<file path="src/rtl/cv32e40p_ft_pkg.sv">
// Shared types and helpers for the triplicated fault-tolerant units.
// Holds the applied-mode encoding and the replica count.
package cv32e40p_ft_pkg;

  typedef enum logic [1:0] {
    FT_NORMAL   = 2'b00,
    FT_DEGRADED = 2'b01,
    FT_FAILED   = 2'b10
  } ft_mode_e;

  parameter int FT_N_REPLICA = 3;

  function automatic logic [1:0] ft_popcount(input logic [FT_N_REPLICA-1:0] v);
    return {1'b0, v[0]} + {1'b0, v[1]} + {1'b0, v[2]};
  endfunction

  function automatic ft_mode_e ft_mode_of(input logic [FT_N_REPLICA-1:0] broken);
    case (ft_popcount(broken))
      2'd0:    return FT_NORMAL;
      2'd1:    return FT_DEGRADED;
      default: return FT_FAILED;
    endcase
  endfunction

endpackage

</file>
<file path="src/rtl/cv32e40p_ft_breakage_cnt.sv">
// Per-replica saturating breakage counter with threshold compare and sticky broken flag.
module cv32e40p_ft_breakage_cnt #(
  parameter int unsigned INCREMENT          = 1,
  parameter int unsigned DECREMENT          = 1,
  parameter int unsigned BREAKING_THRESHOLD = 3,
  parameter int unsigned COUNT_BIT          = 8,
  parameter int unsigned INC_DEC_BIT        = 2
) (
  input  logic                 clk,
  input  logic                 rst,
  input  logic                 clear,
  input  logic                 valid,
  input  logic                 mismatch,
  input  logic                 freeze,
  input  logic                 force_break,
  output logic [COUNT_BIT-1:0] cnt,
  output logic                 broken,
  output logic                 broken_next
);

  localparam logic [INC_DEC_BIT-1:0] IncStep = INC_DEC_BIT'(INCREMENT);
  localparam logic [INC_DEC_BIT-1:0] DecStep = INC_DEC_BIT'(DECREMENT);
  localparam logic [COUNT_BIT:0]     CntMax  = {1'b0, {COUNT_BIT{1'b1}}};
  localparam logic [COUNT_BIT:0]     Thr     = (COUNT_BIT + 1)'(BREAKING_THRESHOLD);

  logic [COUNT_BIT:0]   cnt_ext, inc_ext, dec_ext, sum;
  logic [COUNT_BIT-1:0] cnt_next;
  logic                 update;

  always_comb begin
    cnt_ext     = {1'b0, cnt};
    inc_ext     = (COUNT_BIT + 1)'(IncStep);
    dec_ext     = (COUNT_BIT + 1)'(DecStep);
    sum         = cnt_ext + inc_ext;
    update      = valid & ~freeze & ~broken;
    cnt_next    = cnt;
    if (update) begin
      if (mismatch) begin
        cnt_next = (sum > CntMax) ? CntMax[COUNT_BIT-1:0] : COUNT_BIT'(sum);
      end else begin
        cnt_next = (dec_ext > cnt_ext) ? '0 : COUNT_BIT'(cnt_ext - dec_ext);
      end
    end
    // Threshold is checked against the clamped, updated count.
    broken_next = broken | force_break | (update & ({1'b0, cnt_next} >= Thr));
    if (clear) begin
      cnt_next    = '0;
      broken_next = 1'b0;
    end
  end

  always_ff @(posedge clk) begin
    if (rst) begin
      cnt    <= '0;
      broken <= 1'b0;
    end else begin
      cnt    <= cnt_next;
      broken <= broken_next;
    end
  end

endmodule

</file>
<file path="src/rtl/cv32e40p_ft_tmr_ctrl.sv">
// Breakage monitor and reconfiguration handshake for one triplicated unit.
// Optional mismatch event counter enabled by defining CV32E40P_FT_EVENT_CNT_EN.
module cv32e40p_ft_tmr_ctrl
  import cv32e40p_ft_pkg::*;
#(
  parameter int unsigned INCREMENT          = 1,
  parameter int unsigned DECREMENT          = 1,
  parameter int unsigned BREAKING_THRESHOLD = 3,
  parameter int unsigned COUNT_BIT          = 8,
  parameter int unsigned INC_DEC_BIT        = 2
) (
  input  logic                              clk,
  input  logic                              rst,
  input  logic                              check_valid_i,
  input  logic [FT_N_REPLICA-1:0]           mismatch_i,
  input  logic                              clear_i,
  input  logic                              reconfig_ack_i,
  output logic [FT_N_REPLICA-1:0]           broken_o,
  output logic [FT_N_REPLICA-1:0]           sel_mask_o,
  output logic [1:0]                        mode_o,
  output logic                              reconfig_req_o,
  output logic                              fatal_o,
  output logic [FT_N_REPLICA*COUNT_BIT-1:0] cnt_o,
  output logic [31:0]                       event_cnt_o
);

  logic [FT_N_REPLICA-1:0] broken, broken_next, mask_q, mask_after;
  ft_mode_e                mode_q;
  logic                    req_q, fatal_q, ack_fire, apply, no_majority, freeze;

  // With no majority the voter cannot tell which replica is wrong, so all are condemned.
  assign no_majority = check_valid_i & (mode_q == FT_NORMAL) & (&mismatch_i);
  assign freeze      = (mode_q == FT_FAILED);

  for (genvar i = 0; i < FT_N_REPLICA; i++) begin : g_rep
    cv32e40p_ft_breakage_cnt #(
      .INCREMENT         (INCREMENT),
      .DECREMENT         (DECREMENT),
      .BREAKING_THRESHOLD(BREAKING_THRESHOLD),
      .COUNT_BIT         (COUNT_BIT),
      .INC_DEC_BIT       (INC_DEC_BIT)
    ) u_cnt (
      .clk        (clk),
      .rst        (rst),
      .clear      (clear_i),
      .valid      (check_valid_i),
      .mismatch   (mismatch_i[i]),
      .freeze     (freeze),
      .force_break(no_majority),
      .cnt        (cnt_o[i*COUNT_BIT +: COUNT_BIT]),
      .broken     (broken[i]),
      .broken_next(broken_next[i])
    );
  end

  assign ack_fire = reconfig_ack_i & req_q;
  assign apply    = ack_fire & (mode_q != FT_FAILED);

  // The mask taken at ack time is the pre-update broken vector.
  always_comb begin
    mask_after = mask_q;
    if (apply) mask_after = ~broken;
  end

  always_ff @(posedge clk) begin
    if (rst || clear_i) begin
      mode_q  <= FT_NORMAL;
      mask_q  <= '1;
      req_q   <= 1'b0;
      fatal_q <= 1'b0;
    end else begin
      if (apply) mode_q <= ft_mode_of(broken);
      mask_q  <= mask_after;
      req_q   <= (broken_next != ~mask_after);
      fatal_q <= (ft_popcount(broken_next) >= 2'd2);
    end
  end

`ifdef CV32E40P_FT_EVENT_CNT_EN
  logic [31:0] event_cnt_q;

  always_ff @(posedge clk) begin
    if (rst || clear_i) begin
      event_cnt_q <= '0;
    end else if (check_valid_i && (|mismatch_i) && (mode_q != FT_FAILED) &&
                 (event_cnt_q != '1)) begin
      event_cnt_q <= event_cnt_q + 32'd1;
    end
  end

  assign event_cnt_o = event_cnt_q;
`else
  assign event_cnt_o = '0;
`endif

  assign broken_o       = broken;
  assign sel_mask_o     = mask_q;
  assign mode_o         = mode_q;
  assign reconfig_req_o = req_q;
  assign fatal_o        = fatal_q;

endmodule

</file>
<file path="config.mk">
export PLATFORM = sky130hd
export DESIGN_NAME = cv32e40p_ft_tmr_ctrl
export DESIGN_NICKNAME = d
export VERILOG_FILES = /design/src/rtl/cv32e40p_ft_pkg.sv /design/src/rtl/cv32e40p_ft_breakage_cnt.sv /design/src/rtl/cv32e40p_ft_tmr_ctrl.sv
export SDC_FILE = /design/constraint.sdc
export NUM_CORES = 1
export LEC_CHECK = 0
export CAP_MARGIN = 30
export CORE_MARGIN = 3
export CORE_UTILIZATION = 54
export DETAILED_ROUTE_END_ITERATION = 7
export PLACE_DENSITY_LB_ADDON = 0.3
export SETUP_SLACK_MARGIN = 0.15
export SLEW_MARGIN = 30
export SYNTH_ARGS = -nofsm -noshare
export SYNTH_HDL_FRONTEND = slang
export SYNTH_SLANG_ARGS = --single-unit
</file>
<file path="constraint.sdc">
create_clock -name clk -period 4.7 [get_ports clk]
set_input_delay 0.94 -clock clk [delete_from_list [all_inputs] [get_ports clk]]
set_output_delay 0.94 -clock clk [all_outputs]
set_load 0.01 [all_outputs]
</file>
### Word-level counts from Yosys, hierarchy flattened

Index checks and enable logic that the tools add are counted.

| word-level totals | value |
|---|---|
| register bits after elaboration | 34 |
| bits of input ports | 8 |
| output and inout bits | 66 |

| operators by class | value |
|---|---|
| $add $sub $neg | 10 |
| order comparisons | 10 |
| equality and inequality tests | 4 |
| multiplexer cells | 17 |
| bitwise gates (word level) | 23 |
| reductions and logical operators | 5 |

Operator list:

| kind | number |
|---|---|
| 8-bit two-way mux | 12 |
| 8-bit by 1-bit adder with 9-bit output (second input constant) | 3 |
| 9-bit by 8-bit > comparator with 1-bit output (second input constant) | 3 |
| 8-bit by 2-bit >= comparator with 1-bit output (second input constant) | 3 |
| 1-bit by 8-bit > comparator with 1-bit output (first input constant) | 3 |
| 8-bit by 1-bit subtractor with 8-bit output (second input constant) | 3 |
| 1-bit AND | 11 |
| 3-bit inverter | 2 |
| 1-bit bitwise OR | 6 |
| 1-bit by 1-bit adder with 2-bit output | 2 |
| 2-bit by 1-bit adder with 2-bit output | 2 |
| 2-bit logical NOT | 2 |
| 1-bit inverter | 4 |
| 2-bit one-hot mux with 2 select lines | 1 |
| 1-bit two-way mux | 3 |
| 3-bit two-way mux | 1 |
| 3-bit inequality test | 1 |
| 3-bit AND reduction | 1 |
| 2-bit by 1-bit equality test with 1-bit output (second input constant) | 1 |
| 2-bit equality test (second input constant) | 1 |
| 2-bit >= comparator (second input constant) | 1 |
| 2-bit inequality test (second input constant) | 1 |
| 2-bit OR reduction | 1 |
| 1-bit logical OR | 1 |

### Depth between registers and ports, before layout

| depth | value |
|---|---|
| depth in word-level cells | 12 |
| gate-level depth with buffers | 15 |

### Hierarchy

Synthesis repeated with hierarchy kept, for this count alone.

| unflattened totals | value |
|---|---|
| cell total of the unflattened synthesis | 379 |
| area total of the unflattened synthesis | 3,101.7 sq um |

Modules (own cells, without submodules):

| module | instances | cells each | area an instance (sq um) | seq. area each (sq um) |
|---|---|---|---|---|
| cv32e40p_ft_breakage_cnt | 3 | 103 | 832.0 | 180.2 |
| cv32e40p_ft_tmr_ctrl | 1 | 70 | 605.6 | 140.1 |

### Worst setup path after synthesis

Ideal clock, no wire load.

| timing | value |
|---|---|
| path type | input port to flip-flop |
| start | input port check_valid_i |
| end | register fatal_q, in the netlist fatal_o |
| library setup time | 0.115 ns |
| arrival | 3.003 ns |
| data required time | 4.585 ns |
| slack | 1.583 ns |
| cell stages on the path | 14 |
| path buffers | 2 |
| path through | clkbuf_4 -> inv_1 -> nor3_1 -> clkbuf_1 -> o21ai_0 -> a21oi_1 -> nand4_1 -> nor4_1 -> a31o_2 -> nor2_1 -> ha_1 -> inv_1 -> nor2_1 -> o21a_1 |

| on the way | value |
|---|---|
| longest elaborated chain between the ends | 10 |

Ends and longest elaborated chain:

| what | line | source |
|---|---|---|
| from (decl) | cv32e40p_ft_tmr_ctrl.sv:14 | `input logic check_valid_i,` |
| 1-bit AND (2 in series) | cv32e40p_ft_breakage_cnt.sv:35 | `update = valid & ~freeze & ~broken;` |
| 8-bit two-way mux | cv32e40p_ft_breakage_cnt.sv:37 | `if (update) begin` |
| 8-bit by 2-bit >= comparator with 1-bit output | cv32e40p_ft_breakage_cnt.sv:45 | `broken_next = broken \| force_break \| (update & ({1'b0, cnt_next} >= Thr));` |
| 1-bit AND | cv32e40p_ft_breakage_cnt.sv:45 |  |
| 1-bit bitwise OR (*) | cv32e40p_ft_breakage_cnt.sv:45 |  |
| 1-bit two-way mux (*) | cv32e40p_ft_breakage_cnt.sv:46 | `if (clear) begin` |
| named net g_rep[0].u_cnt.broken_next | cv32e40p_ft_breakage_cnt.sv:18 | `output logic broken_next` |
| 1-bit by 1-bit adder with 2-bit output (*) | cv32e40p_ft_pkg.sv:14 | `return {1'b0, v[0]} + {1'b0, v[1]} + {1'b0, v[2]};` |
| 2-bit by 1-bit adder with 2-bit output (*) | cv32e40p_ft_pkg.sv:14 |  |
| 2-bit >= comparator (*) | cv32e40p_ft_tmr_ctrl.sv:75 | `fatal_q <= (ft_popcount(broken_next) >= 2'd2);` |
| to (signal assigned) | cv32e40p_ft_tmr_ctrl.sv:75 |  |
| to (decl) | cv32e40p_ft_tmr_ctrl.sv:29 | `logic req_q, fatal_q, ack_fire, apply, no_majority, freeze;` |

The timed path passes the listed nets; every way through them passes the cells marked *.
A chain may end at the register's enable or synchronous reset.

### Final worst setup path

| timing | value |
|---|---|
| start | input port check_valid_i |
| end | register fatal_q, in the netlist fatal_o |

RTL lines:

| what | line |
|---|---|
| 1-bit AND (2 in series) | cv32e40p_ft_breakage_cnt.sv:35 |
| 8-bit two-way mux | cv32e40p_ft_breakage_cnt.sv:37 |
| 8-bit by 2-bit >= comparator with 1-bit output | cv32e40p_ft_breakage_cnt.sv:45 |
| 1-bit AND | cv32e40p_ft_breakage_cnt.sv:45 |
| 1-bit bitwise OR (*) | cv32e40p_ft_breakage_cnt.sv:45 |
| 1-bit two-way mux (*) | cv32e40p_ft_breakage_cnt.sv:46 |
| named net g_rep[2].u_cnt.broken_next | cv32e40p_ft_breakage_cnt.sv:18 |
| 2-bit by 1-bit adder with 2-bit output (*) | cv32e40p_ft_pkg.sv:14 |
| 2-bit >= comparator (*) | cv32e40p_ft_tmr_ctrl.sv:75 |

Marks and branches as above.

==> reports/metrics.cfg <==
[synthesis]
synth.ff_latch_count=34
synth-async-reset-ratio=0
yosys_warnings=0
post_synth_num_cell_types=65
synth.cell_area_um2=3010
synth-edff-count=0
yosysSeqAreaShare=0.226
synth-main-ff-cell=sky130_fd_sc_hd__dfxtp_1
synth.avg_cell_area_um2=7.12
synth_cells=423

[critical_path]
cp_slowest_cell=sky130_fd_sc_hd__clkdlybuf4s50_1
reg2reg_slack_ns=1.40
r2r_endpoint=fatal_o$_SDFF_PP0_
worstSetupStartpointType=input pin
worstPathMaxFanout=16
r2r.worst_path.cells=14
critical_path.reg2reg.startpoint=g_rep[2].u_cnt.cnt[0]$_SDFF_PP0_
cp-endpoint=fatal_o$_SDFF_PP0_
cpPeakStageDelay_ns=0.63
origin_of_the_worst_setup_path=check_valid_i
element_type_at_the_critical_path_end=register
timing.critical_path.cells=clkdlybuf4s50_1, nand3_1, or3_1, a211o_1, nand2_1, nor4_1, a32oi_1, nor2b_1, ha_1, inv_1, nor2_1, o21a_1
cp.arrival_ns=3.90
worst-setup-path-type=in2reg
worstPathRequired_ns=4.89

[run]
drv.max_cap_violation_count=0

[drt]
detail_route.vias_per_cell=6.13
firstDrtPassIters=5
route.antenna.remaining_nets=0
wl_per_cell_um=15.0
routed-via-count=3141
routed_wirelength_um=7660
drcViolationCount=0
drtIter0Drc=259

[global_routing]
antenna_violations_before_repair=0
first_pass_grt_wire_length_um=12800
global_route.overflow_total=0
grt_use_total=0.244
gr-usage-met3=0.0448
global_route.usage.met1=0.329
grt_util_met2=0.383
grt_most_used_layer=met2
grt_pass1_vias=2749
grt_max_degree=22

[sta]
timing.clock.skew_ns=0.00617
hold_viol=0
setup_slack_ns=0.985
worstMarginPinSlew_ns=0.883
drv_slew=0
setup_total_negative_slack_ns=0
max_freq_mhz=269
setup_violations=0
fin_crit_ns=3.71
timing.final.crit_share=0.790
hold_ws_ns=0.517
rsz0062_at_grt=no
relSlewSlack=0.409

[hold_path]
min-delay-start=sel_mask_o[0]$_SDFF_PP1_
timing.hold.worst.class=reg2reg

[clock_network]
clock_tree.root_cell=sky130_fd_sc_hd__clkbuf_8
ctsResizeCount=0
cts_max_path_buffers=2
clock-sinks=34
cts.repair_timing.setup_buffer_count=0
htreeDepth=2
worst_skew_pair.late_latency_ns=0.29
cts_inserted_buffers=5
clk_pin_slew_ns=0.07
tritoncts=yes
cts_hold_buffers=0

[power_and_ir_drop]
p_int_mw=0.502
power_frac_seq=0.419
worst_ir_drop_vdd_v=0.000192
power_frac_clock=0.308
totalPowerFinal_mw=0.757
comb_power_share=0.274
pwr_density_cell_nw_per_um2=227
p_sw_frac=0.337
cellLeakagePower_nw=1.24
p_sw_mw=0.255

[cells_and_area]
final_common_cell=sky130_fd_sc_hd__clkdlybuf4s50_1
drive_above_1_share=0.0611
layout.cells.most_common_list=sky130_fd_sc_hd__clkdlybuf4s50_1 (41), sky130_fd_sc_hd__nor2_1 (40), sky130_fd_sc_hd__nand2_1 (35)
final-instance-count-excl-fill=512
flow.area_growth_from_synthesis_pct=11.0
core_occupancy_in_the_finished_layout=0.638
n_antenna_cell=0
nets=458
filler_cell_count=484
fin_area_um2=3340

[placement]
postPlaceCellArea_um2=3250
gp_routability_congestion=0.910
dpl.hpwl_um=5580
dp_worst_setup_slack_ns=0.740
io_buffers=41
place_inst=504

[die]
boundary_pins=74
die_h_um=80.7
design.die.area_um2=6510
placementRows=26
fp.dieW_um=80.7
floorplan.initialDensity=0.575
floorplan_core_area_um2=5240

[status]
run_status=finished clean

==> layout make-up <==
class / instances / area, um^2 / share of cell area
clock buffer: 6 / 82.6 / 0.0247
clock inverter: 2 / 12.5 / 0.00375
inverter: 20 / 75.1 / 0.0225
multi-input combinational: 337 / 1980 / 0.592
sequential: 34 / 681 / 0.204
tap: 70 / 87.6 / 0.0262
timing repair buffer: 43 / 425 / 0.127
==> metal layers <==
layer  routed length (um)  vias up
li1                     -     1494
met1                 3380     1441
met2                 3490      187
met3                  646       19
met4                  139        0
met5                    0        -
==> power groups by stage <==
| stage | registers [mW] | clock network [mW] | logic, mW |
|---|---|---|---|
| floorplan | 0.317 | 0 | 0.174 |
| global placement | 0.323 | 0 | 0.199 |
| detailed placement | 0.323 | 0 | 0.202 |
| CTS | 0.317 | 0.236 | 0.204 |
| global route | 0.319 | 0.251 | 0.231 |
| finish | 0.317 | 0.233 | 0.207 |
==> critical path: cells and delay by family <==
family / cells / cell delay (ns)
AND/OR/NAND/NOR: 6 / 1.32
adder cells (fa/ha/maj): 1 / 0.23
buffers and inverters: 2 / 0.68
AO/OA/AOI/OAI: 3 / 0.72
==> worst min path at each step <==
| stage | cells past startpoint | slack (ns) | endpoint |
|---|---|---|---|
| 2_1_floorplan | 2 | 0.54 | sel_mask_o[0]$_SDFF_PP1_ |
| 3_3_place_gp | 2 | 0.49 | sel_mask_o[0]$_SDFF_PP1_ |
| 3_5_place_dp | 2 | 0.51 | sel_mask_o[0]$_SDFF_PP1_ |
| 4_1_cts | 2 | 0.52 | sel_mask_o[0]$_SDFF_PP1_ |
| 5_1_grt | 2 | 0.56 | sel_mask_o[0]$_SDFF_PP1_ |
| 6_report | 2 | 0.52 | sel_mask_o[0]$_SDFF_PP1_ |
==> state kept, by name, summed over array words and instances, names as in the netlist <==
register            flops
fatal_o                 1
g_rep.u_cnt.broken      3
g_rep.u_cnt.cnt        24
mode_o                  2
reconfig_req_o          1
sel_mask_o              3
==> cell families (layout without fill, tap and decap cells) <==
family	count (synthesis)	in the layout	share of synthesized area
buf+inv	83	71	0.156
flops	34	34	0.226
simple gates	178	178	0.308
xor+xnor	8	8	0.0233
compound gates	106	106	0.232
fa+ha+maj	9	9	0.0399
mux	4	4	0.0137
other cells	1	32	0.00125
==> synthesized netlist by cell type (2+ instances only) <==
cell	number	area, um^2
sky130_fd_sc_hd__a21oi_1	28	140
sky130_fd_sc_hd__nor3b_1	2	15.0
sky130_fd_sc_hd__nand4_1	10	62.6
sky130_fd_sc_hd__nor2_1	40	150
sky130_fd_sc_hd__clkbuf_1	20	75.1
sky130_fd_sc_hd__mux2i_1	3	30.0
sky130_fd_sc_hd__o311ai_0	2	17.5
sky130_fd_sc_hd__ha_1	8	100
sky130_fd_sc_hd__inv_1	20	75.1
sky130_fd_sc_hd__o31a_1	3	26.3
sky130_fd_sc_hd__o221ai_1	3	26.3
sky130_fd_sc_hd__nand2_1	35	131
sky130_fd_sc_hd__a221oi_1	3	26.3
sky130_fd_sc_hd__and2_1	11	68.8
sky130_fd_sc_hd__o21a_1	4	30.0
sky130_fd_sc_hd__dfxtp_1	34	681
sky130_fd_sc_hd__xor2_1	5	43.8
sky130_fd_sc_hd__o22ai_1	2	12.5
sky130_fd_sc_hd__xnor2_1	3	26.3
sky130_fd_sc_hd__buf_4	38	285
sky130_fd_sc_hd__a41oi_1	3	26.3
sky130_fd_sc_hd__nor2b_1	5	31.3
sky130_fd_sc_hd__a31oi_1	9	56.3
sky130_fd_sc_hd__a31o_2	3	26.3
sky130_fd_sc_hd__nand3b_1	2	15.0
sky130_fd_sc_hd__a21o_1	2	15.0
sky130_fd_sc_hd__nor4b_2	2	30.0
sky130_fd_sc_hd__a22oi_1	3	22.5
sky130_fd_sc_hd__or3_1	6	37.5
sky130_fd_sc_hd__a32oi_1	4	35.0
sky130_fd_sc_hd__nand2b_1	2	12.5
sky130_fd_sc_hd__o21ai_0	22	110
sky130_fd_sc_hd__and3_1	5	31.3
sky130_fd_sc_hd__nor4_1	4	25.0
sky130_fd_sc_hd__or2_2	3	18.8
sky130_fd_sc_hd__nand3_1	24	120
sky130_fd_sc_hd__o211ai_1	4	30.0
sky130_fd_sc_hd__nor3_1	18	90.1
sky130_fd_sc_hd__buf_2	2	10.0
Note: power is estimated with default switching activity, not from simulation.
